File: config.mk
export PLATFORM = sky130hd
export DESIGN_NAME = refresh_scheduler
export DESIGN_NICKNAME = d
export VERILOG_FILES = /design/src/rtl/dram_pkg.sv /design/src/rtl/down_timer.sv /design/src/rtl/refresh_scheduler.sv
export SDC_FILE = /design/constraint.sdc
export NUM_CORES = 1
export LEC_CHECK = 0
export ABC_AREA = 1
export CORE_MARGIN = 4
export CORE_UTILIZATION = 48
export CTS_CLUSTER_DIAMETER = 150
export DETAILED_ROUTE_END_ITERATION = 7
export PLACE_DENSITY = 0.74
export SLEW_MARGIN = 20
export SYNTH_ARGS = -nofsm -noshare
export SYNTH_HDL_FRONTEND = slang
export SYNTH_HIERARCHICAL = 1
export SYNTH_SLANG_ARGS = --single-unit
File: constraint.sdc
create_clock -name clk -period 2 [get_ports clk]
set_input_delay 0.5 -clock clk [delete_from_list [all_inputs] [get_ports clk]]
set_output_delay 0.5 -clock clk [all_outputs]
set_load 0.05 [all_outputs]
File: src/rtl/dram_pkg.sv
// Shared DRAM command encodings, refresh FSM state encodings and default timing.
// Used by refresh_scheduler and its down_timer.
package dram_pkg;

    typedef enum logic [1:0] {
        NOP  = 2'b00,
        PREA = 2'b01,
        REF  = 2'b10
    } cmd_t;

    typedef enum logic [2:0] {
        RS_IDLE     = 3'd0,
        RS_REQ      = 3'd1,
        RS_PREA     = 3'd2,
        RS_WAIT_RP  = 3'd3,
        RS_REF      = 3'd4,
        RS_WAIT_RFC = 3'd5
    } ref_state_t;

    localparam int T_RP_DEF  = 3;
    localparam int T_RFC_DEF = 44;

    // Command driven on the bus while the refresh FSM sits in a given state.
    function automatic logic [1:0] cmd_for_state(input logic [2:0] st);
        case (st)
            RS_PREA: return PREA;
            RS_REF:  return REF;
            default: return NOP;
        endcase
    endfunction

endpackage

File: src/rtl/down_timer.sv
// Loadable down-counter that stops at zero; zero is high whenever the count is 0.
module down_timer #(
    parameter int W = 6
) (
    input  logic         clk,
    input  logic         rst,
    input  logic         load,
    input  logic [W-1:0] load_val,
    output logic         zero
);

    localparam logic [W-1:0] CNT_ZERO = {W{1'b0}};
    localparam logic [W-1:0] CNT_ONE  = W'(1);

    logic [W-1:0] count_r;

    // Load wins over counting; the count holds at zero instead of wrapping.
    always_ff @(posedge clk or posedge rst) begin
        if (rst) begin
            count_r <= CNT_ZERO;
        end else if (load) begin
            count_r <= load_val;
        end else if (count_r != CNT_ZERO) begin
            count_r <= count_r - CNT_ONE;
        end else begin
            count_r <= count_r;
        end
    end

    assign zero = (count_r == CNT_ZERO);

endmodule

File: src/rtl/refresh_scheduler.sv
// Turns refresh ticks into PREA/REF sequences on the command bus, tracking owed refreshes.
// Optional macro REFRESH_BURST_EN: chain REFs without re-precharging while refreshes remain owed.
module refresh_scheduler
    import dram_pkg::*;
#(
    parameter int MAX_POSTPONE = 8,
    parameter int T_RP         = T_RP_DEF,
    parameter int T_RFC        = T_RFC_DEF
) (
    input  logic                                clk,
    input  logic                                rst,
    input  logic                                refresh_flag,
    input  logic                                ref_gnt,
    input  logic                                cmd_ready,
    output logic                                ref_req,
    output logic                                ref_urgent,
    output logic                                cmd_valid,
    output logic [1:0]                          cmd_code,
    output logic [$clog2(MAX_POSTPONE+2)-1:0]   pending,
    output logic                                ref_busy,
    output logic                                overflow
);

    localparam int PW = $clog2(MAX_POSTPONE + 2);
    localparam int TW = (T_RFC > 1) ? $clog2(T_RFC) : 1;

    localparam logic [PW-1:0] PEND_SAT  = PW'(MAX_POSTPONE + 1);
    localparam logic [PW-1:0] PEND_URG  = PW'(MAX_POSTPONE);
    localparam logic [PW-1:0] PEND_ONE  = PW'(1);
    localparam logic [PW-1:0] PEND_ZERO = {PW{1'b0}};
    localparam logic [TW-1:0] TRP_LOAD  = TW'(T_RP - 1);
    localparam logic [TW-1:0] TRFC_LOAD = TW'(T_RFC - 1);
    localparam logic [TW-1:0] TMR_ZERO  = {TW{1'b0}};

    localparam logic [2:0] ST_IDLE     = RS_IDLE;
    localparam logic [2:0] ST_REQ      = RS_REQ;
    localparam logic [2:0] ST_PREA     = RS_PREA;
    localparam logic [2:0] ST_WAIT_RP  = RS_WAIT_RP;
    localparam logic [2:0] ST_REF      = RS_REF;
    localparam logic [2:0] ST_WAIT_RFC = RS_WAIT_RFC;

    logic [2:0]    state_r;
    logic [2:0]    state_next_s;
    logic [PW-1:0] pending_r;
    logic [PW-1:0] pending_next_s;
    logic          overflow_r;
    logic          ovf_set_s;
    logic          ref_req_r;
    logic          ref_busy_r;
    logic          cmd_valid_r;
    logic [1:0]    cmd_code_r;
    logic          tmr_load_s;
    logic [TW-1:0] tmr_val_s;
    logic          tmr_zero_s;
    logic          ref_hs_s;

    assign ref_hs_s = cmd_valid_r & cmd_ready & (cmd_code_r == REF);

    down_timer #(
        .W (TW)
    ) u_timer (
        .clk      (clk),
        .rst      (rst),
        .load     (tmr_load_s),
        .load_val (tmr_val_s),
        .zero     (tmr_zero_s)
    );

    // Owed-refresh bookkeeping: a tick and a REF handshake together cancel out.
    always_comb begin
        pending_next_s = pending_r;
        ovf_set_s      = 1'b0;
        case ({refresh_flag, ref_hs_s})
            2'b10: begin
                if (pending_r == PEND_SAT) begin
                    ovf_set_s = 1'b1;
                end else begin
                    pending_next_s = pending_r + PEND_ONE;
                end
            end
            2'b01: begin
                if (pending_r != PEND_ZERO) begin
                    pending_next_s = pending_r - PEND_ONE;
                end else begin
                    pending_next_s = pending_r;
                end
            end
            2'b11: begin
                if (pending_r == PEND_SAT) begin
                    ovf_set_s = 1'b1;
                end else begin
                    ovf_set_s = 1'b0;
                end
            end
            default: begin
                pending_next_s = pending_r;
            end
        endcase
    end

    // Refresh sequencing; the grant is only looked at in REQ, so losing it later is ignored.
    always_comb begin
        state_next_s = state_r;
        tmr_load_s   = 1'b0;
        tmr_val_s    = TMR_ZERO;
        case (state_r)
            ST_IDLE: begin
                if (pending_r != PEND_ZERO) begin
                    state_next_s = ST_REQ;
                end else begin
                    state_next_s = ST_IDLE;
                end
            end
            ST_REQ: begin
                if (ref_gnt) begin
                    state_next_s = ST_PREA;
                end else begin
                    state_next_s = ST_REQ;
                end
            end
            ST_PREA: begin
                if (cmd_ready) begin
                    tmr_load_s   = 1'b1;
                    tmr_val_s    = TRP_LOAD;
                    state_next_s = ST_WAIT_RP;
                end else begin
                    state_next_s = ST_PREA;
                end
            end
            ST_WAIT_RP: begin
                if (tmr_zero_s) begin
                    state_next_s = ST_REF;
                end else begin
                    state_next_s = ST_WAIT_RP;
                end
            end
            ST_REF: begin
                if (cmd_ready) begin
                    tmr_load_s   = 1'b1;
                    tmr_val_s    = TRFC_LOAD;
                    state_next_s = ST_WAIT_RFC;
                end else begin
                    state_next_s = ST_REF;
                end
            end
            ST_WAIT_RFC: begin
                if (tmr_zero_s) begin
`ifdef REFRESH_BURST_EN
                    // Banks are still closed, so another owed refresh can go straight to REF.
                    if (pending_r != PEND_ZERO) begin
                        state_next_s = ST_REF;
                    end else begin
                        state_next_s = ST_IDLE;
                    end
`else
                    state_next_s = ST_IDLE;
`endif
                end else begin
                    state_next_s = ST_WAIT_RFC;
                end
            end
            default: begin
                state_next_s = ST_IDLE;
            end
        endcase
    end

    // State, pending count and sticky overflow.
    always_ff @(posedge clk or posedge rst) begin
        if (rst) begin
            state_r    <= ST_IDLE;
            pending_r  <= PEND_ZERO;
            overflow_r <= 1'b0;
        end else begin
            state_r    <= state_next_s;
            pending_r  <= pending_next_s;
            overflow_r <= overflow_r | ovf_set_s;
        end
    end

    // Bus outputs are registered from the next state so they switch together with the FSM.
    always_ff @(posedge clk or posedge rst) begin
        if (rst) begin
            ref_req_r   <= 1'b0;
            ref_busy_r  <= 1'b0;
            cmd_valid_r <= 1'b0;
            cmd_code_r  <= NOP;
        end else begin
            ref_req_r   <= (state_next_s != ST_IDLE);
            ref_busy_r  <= (state_next_s != ST_IDLE);
            cmd_valid_r <= (cmd_for_state(state_next_s) != NOP);
            cmd_code_r  <= cmd_for_state(state_next_s);
        end
    end

    assign ref_req    = ref_req_r;
    assign ref_busy   = ref_busy_r;
    assign cmd_valid  = cmd_valid_r;
    assign cmd_code   = cmd_code_r;
    assign pending    = pending_r;
    assign overflow   = overflow_r;
    assign ref_urgent = (pending_r >= PEND_URG);

endmodule

==> metrics.txt <==
# TYPE chip_impl_metric gauge
chip_impl_metric{name="placeable_core_region",unit="mm²"} 0.002233
chip_impl_info{name="crit_path_start_kind",value="primary input"} 1
chip_impl_metric{name="comb_power_share",unit="%"} 60.1
chip_impl_metric{name="ctsResizeCount",unit=""} 0
chip_impl_metric{name="slew_headroom",unit="%"} 64.47
chip_impl_metric{name="worst_slew_pin_slew",unit="ns"} 0.5321
chip_impl_metric{name="yosys.cell_types.count",unit=""} 24
chip_impl_metric{name="grt_util_all_layers",unit="%"} 15.03
chip_impl_metric{name="inserted_clock_buffers",unit=""} 3
chip_impl_metric{name="finalInstanceArea",unit="mm²"} 0.001371
chip_impl_metric{name="die_area",unit="mm²"} 0.003209
chip_impl_metric{name="routed_via_density",unit=""} 4.754
chip_impl_info{name="critical_path_class",value="in -> reg"} 1
chip_impl_metric{name="power_frac_clock",unit="%"} 8.0
chip_impl_metric{name="max_freq",unit="MHz"} 538.5
chip_impl_info{name="synth_top_cells_by_area",value="sky130_fd_sc_hd__dfrtp_1 (40%), sky130_fd_sc_hd__nand2_1 (11%), sky130_fd_sc_hd__inv_1 (7.9%)"} 1
chip_impl_metric{name="required_time_worst_endpoint",unit="ns"} 2.19
chip_impl_metric{name="drt-wirelength-per-cell",unit="µm"} 10.83
chip_impl_metric{name="ir_worst_vdd",unit="V"} 0.001071
chip_impl_metric{name="power.static_leakage",unit="nW"} 0.7324
chip_impl_info{name="hp-class",value="in -> async"} 1
chip_impl_metric{name="via_count",unit=""} 946
chip_impl_metric{name="pins_over_slew_limit",unit=""} 0
chip_impl_metric{name="tns",unit="ns"} 0
chip_impl_info{name="cts-root-buf",value="sky130_fd_sc_hd__clkbuf_4"} 1
chip_impl_metric{name="arrival",unit="ns"} 2.04
chip_impl_metric{name="synth.top_cell.area_share",unit="%"} 39.65
chip_impl_metric{name="postLayoutSetupSlackWorst",unit="ns"} 0.1432
chip_impl_metric{name="diodes",unit=""} 0
chip_impl_info{name="synthDominantAreaCellType",value="sky130_fd_sc_hd__dfrtp_1"} 1
chip_impl_metric{name="path_clk_slew",unit="ns"} 0.10
chip_impl_metric{name="htree_num_levels",unit=""} 1
chip_impl_metric{name="gp_routability_congestion",unit=""} 0.8162
chip_impl_metric{name="finalWorstPathRequiredPeriod",unit="ns"} 1.857
chip_impl_info{name="endpoint_kind",value="flip-flop"} 1
chip_impl_metric{name="antenna_found_initial",unit=""} 0
chip_impl_metric{name="post-dp-hpwl",unit="µm"} 1756
chip_impl_metric{name="die-width",unit="µm"} 56.65
chip_impl_info{name="status",value="finished clean"} 1
chip_impl_metric{name="post-route-drc-count",unit=""} 0
chip_impl_metric{name="pwr-share-seq",unit="%"} 32.0
chip_impl_metric{name="final_net_count",unit=""} 183
chip_impl_metric{name="asr_flop_ratio_synth",unit="%"} 100.0
chip_impl_metric{name="post_route_cells_drive_above_1_share",unit="%"} 21.64
chip_impl_metric{name="dp_worst_setup_slack",unit="ns"} -0.2551
chip_impl_metric{name="placed_cell_area",unit="mm²"} 0.001336
chip_impl_metric{name="drt_iter0_drc",unit=""} 13
chip_impl_metric{name="cts-root-to-sink-buffers",unit=""} 2
chip_impl_metric{name="timing_hold_violations_final",unit=""} 0
chip_impl_metric{name="io_buffers",unit=""} 15
chip_impl_metric{name="ioPinCount",unit=""} 16
chip_impl_metric{name="final.setup_skew",unit="ns"} 0.001511
chip_impl_info{name="cell_types_with_the_highest_counts_after_synthesis",value="sky130_fd_sc_hd__nand2_1 (32), sky130_fd_sc_hd__inv_1 (24), sky130_fd_sc_hd__dfrtp_1 (18)"} 1
chip_impl_info{name="tritoncts_clock_tree",value="built"} 1
chip_impl_metric{name="detail-route-antenna-nets",unit=""} 0
chip_impl_metric{name="ys_seq_elements",unit=""} 18
chip_impl_metric{name="grt_start_max_net_pins",unit=""} 13
chip_impl_metric{name="grt_pass1_vias",unit=""} 893
chip_impl_metric{name="netSwitchingFraction",unit="%"} 51.23
chip_impl_metric{name="number_of_clock_sinks",unit=""} 18
chip_impl_metric{name="intPower",unit="mW"} 1.088
chip_impl_info{name="post-synth-top-count-cell",value="sky130_fd_sc_hd__nand2_1"} 1
chip_impl_metric{name="synth.avg_cell_area",unit="µm²"} 7.676
chip_impl_metric{name="placementRows",unit=""} 17
chip_impl_info{name="setup_repair_after_global_routing_missed_its_margin",value="false"} 1
chip_impl_metric{name="cts_setup_buffers",unit=""} 0
chip_impl_metric{name="holdBufCountCts",unit=""} 0
chip_impl_metric{name="power_per_cell_area",unit="mW/mm²"} 1626
chip_impl_metric{name="synth-edff-count",unit=""} 0
chip_impl_metric{name="floorplan.initialDensity",unit="%"} 50.87
chip_impl_metric{name="worst_skew_pair_latency",unit="ns"} 0.28
chip_impl_metric{name="min_period_over_period",unit="%"} 92.84
chip_impl_metric{name="grt_overflow",unit=""} 0
chip_impl_metric{name="yosysSeqAreaShare",unit="%"} 39.65
chip_impl_metric{name="synth-warning-count",unit=""} 6
chip_impl_metric{name="critPathMaxFanout",unit=""} 3
chip_impl_metric{name="netSwitchingPower",unit="mW"} 1.143
chip_impl_info{name="yosys_most_used_dff",value="sky130_fd_sc_hd__dfrtp_1"} 1
chip_impl_metric{name="synthesis.area",unit="mm²"} 0.001136
chip_impl_metric{name="setup_viol_count_final",unit=""} 0
chip_impl_metric{name="syn_inst",unit=""} 148
chip_impl_metric{name="drv.max_cap_violation_count",unit=""} 0
chip_impl_metric{name="dr.pass1.iters",unit=""} 4
chip_impl_metric{name="finalWirelength",unit="µm"} 2156
chip_impl_metric{name="wire_length_of_the_first_global_routing_pass",unit="µm"} 3822
chip_impl_metric{name="syn2layout_area_growth",unit="%"} 20.71
chip_impl_metric{name="chipHeight",unit="µm"} 56.65
[worst max-delay path, cell delays in order]
cell                              delay, ns
sky130_fd_sc_hd__clkdlybuf4s50_1       0.48
sky130_fd_sc_hd__nand2_1               0.07
sky130_fd_sc_hd__inv_1                 0.05
sky130_fd_sc_hd__nand2_1               0.09
sky130_fd_sc_hd__nor2_4                0.12
sky130_fd_sc_hd__ha_1                  0.27
sky130_fd_sc_hd__nand3_1               0.12
sky130_fd_sc_hd__nand3_1               0.07
sky130_fd_sc_hd__nand2_1               0.08
sky130_fd_sc_hd__nand3_1               0.08
sky130_fd_sc_hd__nand2_1               0.06
sky130_fd_sc_hd__nand2_1               0.04
[state kept, by name, summed over array words and instances (netlist names)]
register and cells:
cmd_code 2, cmd_valid 1, overflow 1, pending 4
ref_busy 1, state_r 3, u_timer/count_r 6
[final cells by class]
type,instances,area (µm²)
multi-input cells,103,588.1
inverters,26,97.59
flip-flops and latches,18,450.4
fillers,198,862.1
repair buffers,21,177.7
clock buffers,3,22.52
well taps,28,35.03
[stage by stage]
step / power [mW] / hold slack (ns) / cells / utilization [%]
2_1_floorplan: 1.731 / 0.2910 / 149 / -
3_3_place_gp: 2.030 / 0.4662 / 196 / 59.83
3_5_place_dp: 2.078 / 0.4688 / 196 / 59.83
4_1_cts: 2.257 / 0.4526 / 199 / 60.84
5_1_grt: 2.431 / 0.4848 / 199 / 61.40
6_report: 2.230 / 0.4432 / 199 / 61.40
[kinds of logic after synthesis]
logic type      count (synthesis)  share of synthesized area (%)
xor+xnor                        5                          3.854
buf+inv                        28                          9.582
simple gates                   81                          35.13
flops                          18                          39.65
other cells                     1                         0.3301
fa+ha+maj                       5                          6.168
compound gates                 10                          5.287
[metal layers]
| metal | up-vias | GRT usage, % | wire length, µm |
|---|---|---|---|
| li1 | 507 | - | - |
| met1 | 424 | 19.23 | 999 |
| met2 | 13 | 25.74 | 1066 |
| met3 | 2 | 2.069 | 64 |
| met4 | 0 | 5.085 | 26 |
| met5 | - | 0 | 0 |
[power by group through the flow]
stage,Sequential (mW),Combinational [mW],Clock [mW]
floorplan,0.944,0.787,0
global placement,0.709,1.32,0
detailed placement,0.719,1.36,0
CTS,0.712,1.36,0.183
global route,0.742,1.49,0.201
finish,0.713,1.34,0.177
[final timing paths]
kind,startpoint,depth (start not counted),endpoint,slack (ns)
max,cmd_ready,12,pending[3]$_DFFE_PP0P_,0.14
max reg2reg,u_timer/count_r[0]$_DFFE_PP0P_,9,ref_busy$_DFF_PP0_,0.38
min reg2reg,overflow$_DFF_PP0_,1,overflow$_DFF_PP0_,0.49
min,rst,2,u_timer/count_r[2]$_DFFE_PP0P_,0.44
min in group clk,overflow$_DFF_PP0_,1,overflow$_DFF_PP0_,0.49
max in group asynchronous,rst,2,ref_busy$_DFF_PP0_,1.14
[cells in the final DEF (no fill, tap or decap), types with 3 or more instances in the layout]
| master | instances |
|---|---|
| sky130_fd_sc_hd__a21oi_1 | 3 |
| sky130_fd_sc_hd__buf_4 | 15 |
| sky130_fd_sc_hd__clkbuf_4 | 3 |
| sky130_fd_sc_hd__clkdlybuf4s50_1 | 4 |
| sky130_fd_sc_hd__dfrtp_1 | 18 |
| sky130_fd_sc_hd__ha_1 | 4 |
| sky130_fd_sc_hd__inv_1 | 24 |
| sky130_fd_sc_hd__nand2_1 | 32 |
| sky130_fd_sc_hd__nand2_2 | 4 |
| sky130_fd_sc_hd__nand3_1 | 14 |
| sky130_fd_sc_hd__nand4_1 | 5 |
| sky130_fd_sc_hd__nor2_1 | 15 |
| sky130_fd_sc_hd__nor2_2 | 5 |
| sky130_fd_sc_hd__nor2_4 | 4 |
| sky130_fd_sc_hd__o21ai_1 | 4 |
| sky130_fd_sc_hd__xor2_1 | 4 |
Power figures use the tool's default switching activity.
